`src/rtl/non_restoring_divider_if.sv`:
```
// Request/response bundle between the ALU sequencer and the multi-cycle divider.
// The sequencer is the master: it drives the operands and start, the divider answers.
interface non_restoring_divider_if #(
  parameter int unsigned BITS = 32
);

  logic            start;
  logic [BITS-1:0] dividend;
  logic [BITS-1:0] divisor;
  logic            busy;
  logic            done;
  logic            div_by_zero;
  logic [BITS-1:0] quotient;
  logic [BITS-1:0] remainder;

  modport master (
    output start,
    output dividend,
    output divisor,
    input  busy,
    input  done,
    input  div_by_zero,
    input  quotient,
    input  remainder
  );

  modport slave (
    input  start,
    input  dividend,
    input  divisor,
    output busy,
    output done,
    output div_by_zero,
    output quotient,
    output remainder
  );

endinterface

```
`src/rtl/non_restoring_divider.sv`:
```
// Multi-cycle signed divider: non-restoring division on operand magnitudes, one quotient bit
// per cycle, with the signs of quotient and remainder applied in a final fix-up cycle.
module non_restoring_divider #(
  parameter int unsigned BITS = 32
) (
  input logic                    clk,
  input logic                    reset,
  non_restoring_divider_if.slave bus
);

  localparam int unsigned CntW = (BITS > 1) ? $clog2(BITS) : 1;
  localparam logic [CntW-1:0] CntLast = CntW'(BITS - 1);

  localparam logic [2:0] StIdle  = 3'd0;
  localparam logic [2:0] StLoad  = 3'd1;
  localparam logic [2:0] StIter  = 3'd2;
  localparam logic [2:0] StFixup = 3'd3;
  localparam logic [2:0] StDone  = 3'd4;

  logic [2:0]      state_q, state_d;
  logic [BITS-1:0] dividend_q, dividend_d;
  logic [BITS-1:0] divisor_q, divisor_d;
  logic [BITS-1:0] a_q, a_d;
  logic [BITS-1:0] d_q, d_d;
  logic [BITS:0]   p_q, p_d;
  logic [CntW-1:0] cnt_q, cnt_d;
  logic            q_neg_q, q_neg_d;
  logic            r_neg_q, r_neg_d;
  logic            zero_q, zero_d;
  logic            dbz_q, dbz_d;
  logic [BITS-1:0] quotient_q, quotient_d;
  logic [BITS-1:0] remainder_q, remainder_d;

  // Shared BITS+1-wide adder: subtract is add of ~D with carry-in 1.
  logic [BITS:0]   p_shift;
  logic [BITS:0]   d_ext;
  logic [BITS:0]   add_b;
  logic            add_sub;
  logic [BITS:0]   add_sum;
  logic [BITS:0]   p_fix;
  logic [BITS-1:0] rem_mag;
  logic [BITS-1:0] q_fix;
  logic [BITS-1:0] r_fix;

  always_comb begin
    p_shift = {p_q[BITS-1:0], a_q[BITS-1]};
    d_ext   = {1'b0, d_q};
    add_sub = ~p_q[BITS];
    add_b   = add_sub ? ~d_ext : d_ext;
    add_sum = p_shift + add_b + {{BITS{1'b0}}, add_sub};

    // A negative final partial remainder is one divisor short.
    p_fix   = p_q[BITS] ? (p_q + d_ext) : p_q;
    rem_mag = p_fix[BITS-1:0];
    q_fix   = q_neg_q ? -a_q : a_q;
    r_fix   = (r_neg_q && (rem_mag != '0)) ? -rem_mag : rem_mag;
  end

  always_comb begin
    state_d     = state_q;
    dividend_d  = dividend_q;
    divisor_d   = divisor_q;
    a_d         = a_q;
    d_d         = d_q;
    p_d         = p_q;
    cnt_d       = cnt_q;
    q_neg_d     = q_neg_q;
    r_neg_d     = r_neg_q;
    zero_d      = zero_q;
    dbz_d       = dbz_q;
    quotient_d  = quotient_q;
    remainder_d = remainder_q;

    case (state_q)
      StIdle: begin
        if (bus.start) begin
          dividend_d = bus.dividend;
          divisor_d  = bus.divisor;
          dbz_d      = 1'b0;
          state_d    = StLoad;
        end
      end
      StLoad: begin
        // Magnitudes are unsigned, so the most negative operand maps to 2^(BITS-1).
        a_d     = dividend_q[BITS-1] ? -dividend_q : dividend_q;
        d_d     = divisor_q[BITS-1] ? -divisor_q : divisor_q;
        q_neg_d = dividend_q[BITS-1] ^ divisor_q[BITS-1];
        r_neg_d = dividend_q[BITS-1];
        p_d     = '0;
        cnt_d   = '0;
        zero_d  = (divisor_q == '0);
        state_d = (divisor_q == '0) ? StFixup : StIter;
      end
      StIter: begin
        p_d   = add_sum;
        a_d   = {a_q[BITS-2:0], ~add_sum[BITS]};
        cnt_d = cnt_q + CntW'(1);
        if (cnt_q == CntLast) begin
          state_d = StFixup;
        end
      end
      StFixup: begin
        // Divide-by-zero skips the iterations but still spends this cycle.
        if (zero_q) begin
          quotient_d  = '1;
          remainder_d = dividend_q;
          dbz_d       = 1'b1;
        end else begin
          p_d         = p_fix;
          quotient_d  = q_fix;
          remainder_d = r_fix;
        end
        state_d = StDone;
      end
      StDone: begin
        state_d = StIdle;
      end
      default: begin
        state_d = StIdle;
      end
    endcase
  end

  always_ff @(posedge clk or posedge reset) begin
    if (reset) begin
      state_q     <= StIdle;
      dividend_q  <= '0;
      divisor_q   <= '0;
      a_q         <= '0;
      d_q         <= '0;
      p_q         <= '0;
      cnt_q       <= '0;
      q_neg_q     <= 1'b0;
      r_neg_q     <= 1'b0;
      zero_q      <= 1'b0;
      dbz_q       <= 1'b0;
      quotient_q  <= '0;
      remainder_q <= '0;
    end else begin
      state_q     <= state_d;
      dividend_q  <= dividend_d;
      divisor_q   <= divisor_d;
      a_q         <= a_d;
      d_q         <= d_d;
      p_q         <= p_d;
      cnt_q       <= cnt_d;
      q_neg_q     <= q_neg_d;
      r_neg_q     <= r_neg_d;
      zero_q      <= zero_d;
      dbz_q       <= dbz_d;
      quotient_q  <= quotient_d;
      remainder_q <= remainder_d;
    end
  end

  assign bus.busy        = (state_q == StLoad) || (state_q == StIter) || (state_q == StFixup);
  assign bus.done        = (state_q == StDone);
  assign bus.div_by_zero = dbz_q;
  assign bus.quotient    = quotient_q;
  assign bus.remainder   = remainder_q;

  done_single_pulse: assert property (@(posedge clk) disable iff (reset) bus.done |=> !bus.done);

endmodule

```
`src/flat_wrapper.sv`:
```
// flat-port wrapper written by rule: the top's interface ports become plain ports
module non_restoring_divider_flat 
#(
  parameter int unsigned BITS = 32
)
  (clk, reset, bus_start, bus_dividend, bus_divisor, bus_busy, bus_done, bus_div_by_zero, bus_quotient, bus_remainder);
  non_restoring_divider_if #(.BITS(BITS)) bus_i ();
  input logic clk;
  input logic reset;
  input wire logic [$bits(bus_i.start)-1:0] bus_start;
  input wire logic [$bits(bus_i.dividend)-1:0] bus_dividend;
  input wire logic [$bits(bus_i.divisor)-1:0] bus_divisor;
  output wire logic [$bits(bus_i.busy)-1:0] bus_busy;
  output wire logic [$bits(bus_i.done)-1:0] bus_done;
  output wire logic [$bits(bus_i.div_by_zero)-1:0] bus_div_by_zero;
  output wire logic [$bits(bus_i.quotient)-1:0] bus_quotient;
  output wire logic [$bits(bus_i.remainder)-1:0] bus_remainder;
  assign bus_i.start = bus_start;
  assign bus_i.dividend = bus_dividend;
  assign bus_i.divisor = bus_divisor;
  assign bus_busy = bus_i.busy;
  assign bus_done = bus_i.done;
  assign bus_div_by_zero = bus_i.div_by_zero;
  assign bus_quotient = bus_i.quotient;
  assign bus_remainder = bus_i.remainder;
  non_restoring_divider #(.BITS(BITS)) u_core (.clk(clk), .reset(reset), .bus(bus_i));
endmodule
```
`config.mk`:
```
export PLATFORM = sky130hd
export DESIGN_NAME = non_restoring_divider_flat
export DESIGN_NICKNAME = d
export VERILOG_FILES = /design/src/rtl/non_restoring_divider_if.sv /design/src/rtl/non_restoring_divider.sv /design/src/flat_wrapper.sv
export SDC_FILE = /design/constraint.sdc
export NUM_CORES = 1
export LEC_CHECK = 0
export CAP_MARGIN = 15
export CORE_ASPECT_RATIO = 1.1
export CORE_UTILIZATION = 49
export CTS_CLUSTER_DIAMETER = 50
export DETAILED_ROUTE_END_ITERATION = 8
export PLACE_DENSITY = 0.81
export SYNTH_ARGS = -nofsm -noshare
export SYNTH_HDL_FRONTEND = slang
export SYNTH_SLANG_ARGS = --single-unit
```
`constraint.sdc`:
```
create_clock -name clk -period 8.2 [get_ports clk]
set_input_delay 2.05 -clock clk [delete_from_list [all_inputs] [get_ports clk]]
set_output_delay 2.05 -clock clk [all_outputs]
set_load 0.02 [all_outputs]
```
==> results <==
- The TritonCTS clock tree is yes.
- Clock-pin slew was measured on the worst setup and hold paths at 0.06 ns.
- The endpoint of the worst register-to-register path is u_core.bus.remainder[13].
- Counting flops with an async set or reset pin after synthesis yields a share of 1.00.
- In the final routed layout, each cell accounts on average for 20.4 um.
- The final layout contains routed wiring with a total length of 48.1 mm.
- The instance count along the most critical hold path is 1.
- Once layout is complete, the utilization of the core stands at 0.579.
- The launch instance of the worst register-to-register path is u_core.p_q[0].
- Detailed placement finished with a half-perimeter wire length of 35.3 mm.
- For this design, the sink count on the clock tree is 237.
- The part of the power in the clock network is 0.139.
- Detailed routing inserted a total of 14800 vias.
- From synthesis to final layout, the design area changed by 15.8%.
- The die is 176 um wide.
- The start-to-end type of the worst setup path is reg2reg.
- In this run the cell area measured after placement is 0.0179 mm^2.
- The sum of negative setup slack is 0 ns.
- For the worst-skew pair, the clock arrives at the later sink with an insertion delay of 0.56 ns.
- The share of post-route cells with drive strength above 1 is 0.0822.
- In the final layout, flip-flops and latches occupy 0.00593 mm^2.
- During synthesis, Yosys emitted a total of 0 warnings.
- The number of standard cells after synthesis is 1843.
- Leaving out fill and tap cells, the most frequent cells in the layout are 236 x sky130_fd_sc_hd__dfrtp_1, 185 x sky130_fd_sc_hd__o21ai_0, 168 x sky130_fd_sc_hd__nand2_1.
- The number of unique standard cell types used by synthesis is 76.
- Entering global routing, the biggest net connects 174 pins.
- The initial utilization of the core area, before any placement, comes to 0.500.
- The shortest clock period the worst path allows after layout is 4.97 ns.
- The global-route total usage across every layer is 0.281.
- 134 I/O pins were placed.
- The final clock skew is 0.0175 ns.
- Dividing the final minimum period by the clock period gives 0.606.
- The share of synthesized area in the top cell type comes to 0.364.
- The initial antenna violation count is 0.
- The area of the mapped netlist is 0.0163 mm^2.
- The fraction of power consumed by combinational cells is 0.597.
- The worst min-delay path startpoint is u_core.cnt_q[3].
- The flow ran to the end, and the final reports show no timing, DRC or antenna violations.
- The total of hold buffers inserted after clock tree synthesis is 0.
- The number of max-cap violations is 0.
- The most used flip-flop cell after synthesis is sky130_fd_sc_hd__dfrtp_1.
- The number of buffers inserted by port buffering is 133.
- The vertical extent of the die is 193 um.
- In this run, the number of DRC markers left after iteration 0 of detailed routing was 1352.
- The number of max-slew violations in the final report is 0.
- The first detailed-routing pass ran for 5 iterations.
- The worst endpoint required time is 8.64 ns.
- The number of global-route vias before repair is 14000.
- The largest voltage drop on the vdd net is 0.221 mV.
- The number of antenna diodes in the final layout is 0.
- The power per standard cell area is 488 mW/mm^2.
- The clock root buffer master is sky130_fd_sc_hd__clkbuf_16.
- The floorplan step defined a core boundary enclosing 0.0325 mm^2.
- Of the total power, the share spent switching nets is 0.485.
- The classification of the worst-slack hold path is reg2reg.
- The internal power of the cells totals 4.74 mW.
- In this run the power spent charging and discharging nets is 4.46 mW.
- The transition time of the tightest slew-check pin is 0.991 ns.
- The data arrival time at the worst-slack endpoint is 5.41 ns.
- The total number of placement rows is 69.
- In this run the mean area of a mapped cell was 8.84 um^2.
- In the final layout, the multi-input gates occupy 0.00981 mm^2.
- The number of nets at the end of the flow is 2052.
- The count of state elements after synthesis is 237.
- The number of setup violations in the final report is 0.
- The power share of the sequential group is 0.263.
- The die covers 0.0340 mm^2.
- The critical path goes through ha_1 -> fa_1 -> a21o_1 -> a221oi_4 -> xnor2_1 -> mux2_4 -> or4_1 -> or2_1 -> or4_4 -> nor4b_2 -> nor2_1 -> xnor2_1 -> a221o_1.
- The count of fill cells added during filler insertion is 2829.
- The post-synth net total is 1981.
- The maximum clock path buffer count is 3.
- The count of flip-flops with a built-in enable after synthesis is 0.
- Yosys attributes the largest share of cell area to sky130_fd_sc_hd__dfrtp_1 36%, sky130_fd_sc_hd__xor2_1 6.0%, sky130_fd_sc_hd__o21ai_0 5.7%.
- The worst setup path is captured at a flop.
- The dominant cell type by area after synthesis is sky130_fd_sc_hd__dfrtp_1.
- The fmax is 201 MHz.
- The critical path's largest stage delay is 0.64 ns.
- Of all nets on the critical path, the largest fanout is 8.
- For this design the static power due to leakage is 7.93 nW.
- The most common cell after layout, fill and taps aside is sky130_fd_sc_hd__dfrtp_1.
- TritonCTS created 29 clock buffers.
- The element type at the critical path start is a flop.
- The worst slew slack as a fraction of its limit is 0.339.
- The number of routed nets with antenna violations is 0.
- The number of hold-slack violations in the final timing report is 0.
- The detailed-route DRC error count is 0.
- The weighted congestion reported at the end of routability-driven placement is 0.993.
- The first global-routing pass estimated 76.2 mm of wire.
- The number of post-CTS setup repair buffers is 0.
- The routed via count divided by cell count is 6.26.
- The worst register-to-register path has a setup slack of 3.23 ns.
- Setup repair after global routing left no endpoint under its margin.
- The total number of H-tree levels is 1.
- The most repeated library cell on the critical path is sky130_fd_sc_hd__xnor2_1.
- For hold timing, the worst endpoint is u_core.cnt_q[3].
- For this run, the register share of the synthesized area comes to 0.364.
- Summing all non-filler instances in the final layout gives an area of 0.0189 mm^2.
- The total overflow left after global routing is 0.
- Gates resized during post-CTS repair numbered 0.
- The slowest stage cell on the critical path is sky130_fd_sc_hd__nor4b_2.
- The path depth of the worst reg2reg path is 13.
logic make-up (layout without fill, tap and decap cells):
group	count (synthesis)	count (layout)	synth area share
xor gates and xnor gates	193	193	0.104
and+or+nand+nor	508	508	0.151
AOI/OAI and AO/OA	611	611	0.239
adders and majority gates	71	71	0.0555
DFF	237	237	0.364
buffers and inverters	146	238	0.0344
muxes	77	77	0.0527
worst max path at each step:
stage                         from                       end  slack [ns]  cells after the start
finish               u_core.p_q[0]  u_core.bus.remainder[13]        3.23                     13
global route         u_core.p_q[6]  u_core.bus.remainder[13]        2.97                     12
CTS                  u_core.p_q[0]  u_core.bus.remainder[13]        3.29                     13
detailed placement   u_core.p_q[0]  u_core.bus.remainder[13]        3.31                     13
global placement     u_core.p_q[0]  u_core.bus.remainder[13]        3.33                     13
floorplan           u_core.p_q[32]             u_core.a_q[0]        2.77                     20
flip-flops by register name, indices dropped and copies added (netlist names), 3 cells and up:
name	count
u_core.a_q	32
u_core.bus.quotient	32
u_core.bus.remainder	32
u_core.cnt_q	5
u_core.d_q	32
u_core.dividend_q	32
u_core.divisor_q	32
u_core.p_q	33
u_core.state_q	3
layout make-up:
class / count / area share
multi-input combinational: 1460 / 0.520
sequential: 237 / 0.315
inverter: 34 / 0.00697
clock inverter: 15 / 0.00843
clock buffer: 37 / 0.0422
tap: 426 / 0.0283
timing repair buffer: 152 / 0.0789
cells in the mapped netlist (27+ instances only):
library cell               number
sky130_fd_sc_hd__dfrtp_1      237
sky130_fd_sc_hd__o21ai_0      185
sky130_fd_sc_hd__nand2_1      168
sky130_fd_sc_hd__a21oi_1      136
sky130_fd_sc_hd__nor2_1       125
sky130_fd_sc_hd__xor2_1       112
sky130_fd_sc_hd__clkbuf_1     104
sky130_fd_sc_hd__xnor2_1       81
sky130_fd_sc_hd__ha_1          69
sky130_fd_sc_hd__mux2_2        66
sky130_fd_sc_hd__a22oi_1       44
sky130_fd_sc_hd__a21o_1        34
sky130_fd_sc_hd__inv_1         34
sky130_fd_sc_hd__o31ai_1       32
sky130_fd_sc_hd__nand3_1       27
power by group through the flow:
stage	Sequential, mW	Clock (mW)	Combinational (mW)
5_1_grt	2.48	1.35	6.02
2_1_floorplan	2.29	0	3.91
3_3_place_gp	2.39	0	5.29
6_report	2.42	1.28	5.49
4_1_cts	2.40	1.30	5.42
3_5_place_dp	2.41	0	5.37
stage by stage:
step	instances	setup WS, ns	hold slack, ns	power (mW)
after detailed placement	2309	3.31	0.485	7.79
after global placement	2309	3.33	0.469	7.68
after floorplan	1843	2.77	0.449	6.20
after global routing	2361	2.97	0.511	9.85
final	2361	3.23	0.490	9.20
after CTS	2361	3.29	0.496	9.12
per-layer routing:
layer / part of all wire / up-vias / track usage
met4: 0.040 / 0 / 0.111
met1: 0.42 / 7123 / 0.377
met3: 0.069 / 102 / 0.0299
met2: 0.47 / 635 / 0.462
li1: - / 6918 / -
met5: 0 / - / 0
critical path: cells and delay by family, from the launching register on:
family          cells  cell delay, ns
simple gates        5            2.04
xor+xnor            2            0.28
mux                 1            0.32
flops               1            0.46
compound gates      3            1.06
fa+ha+maj           2            0.68
Power figures use the tool's default switching activity.
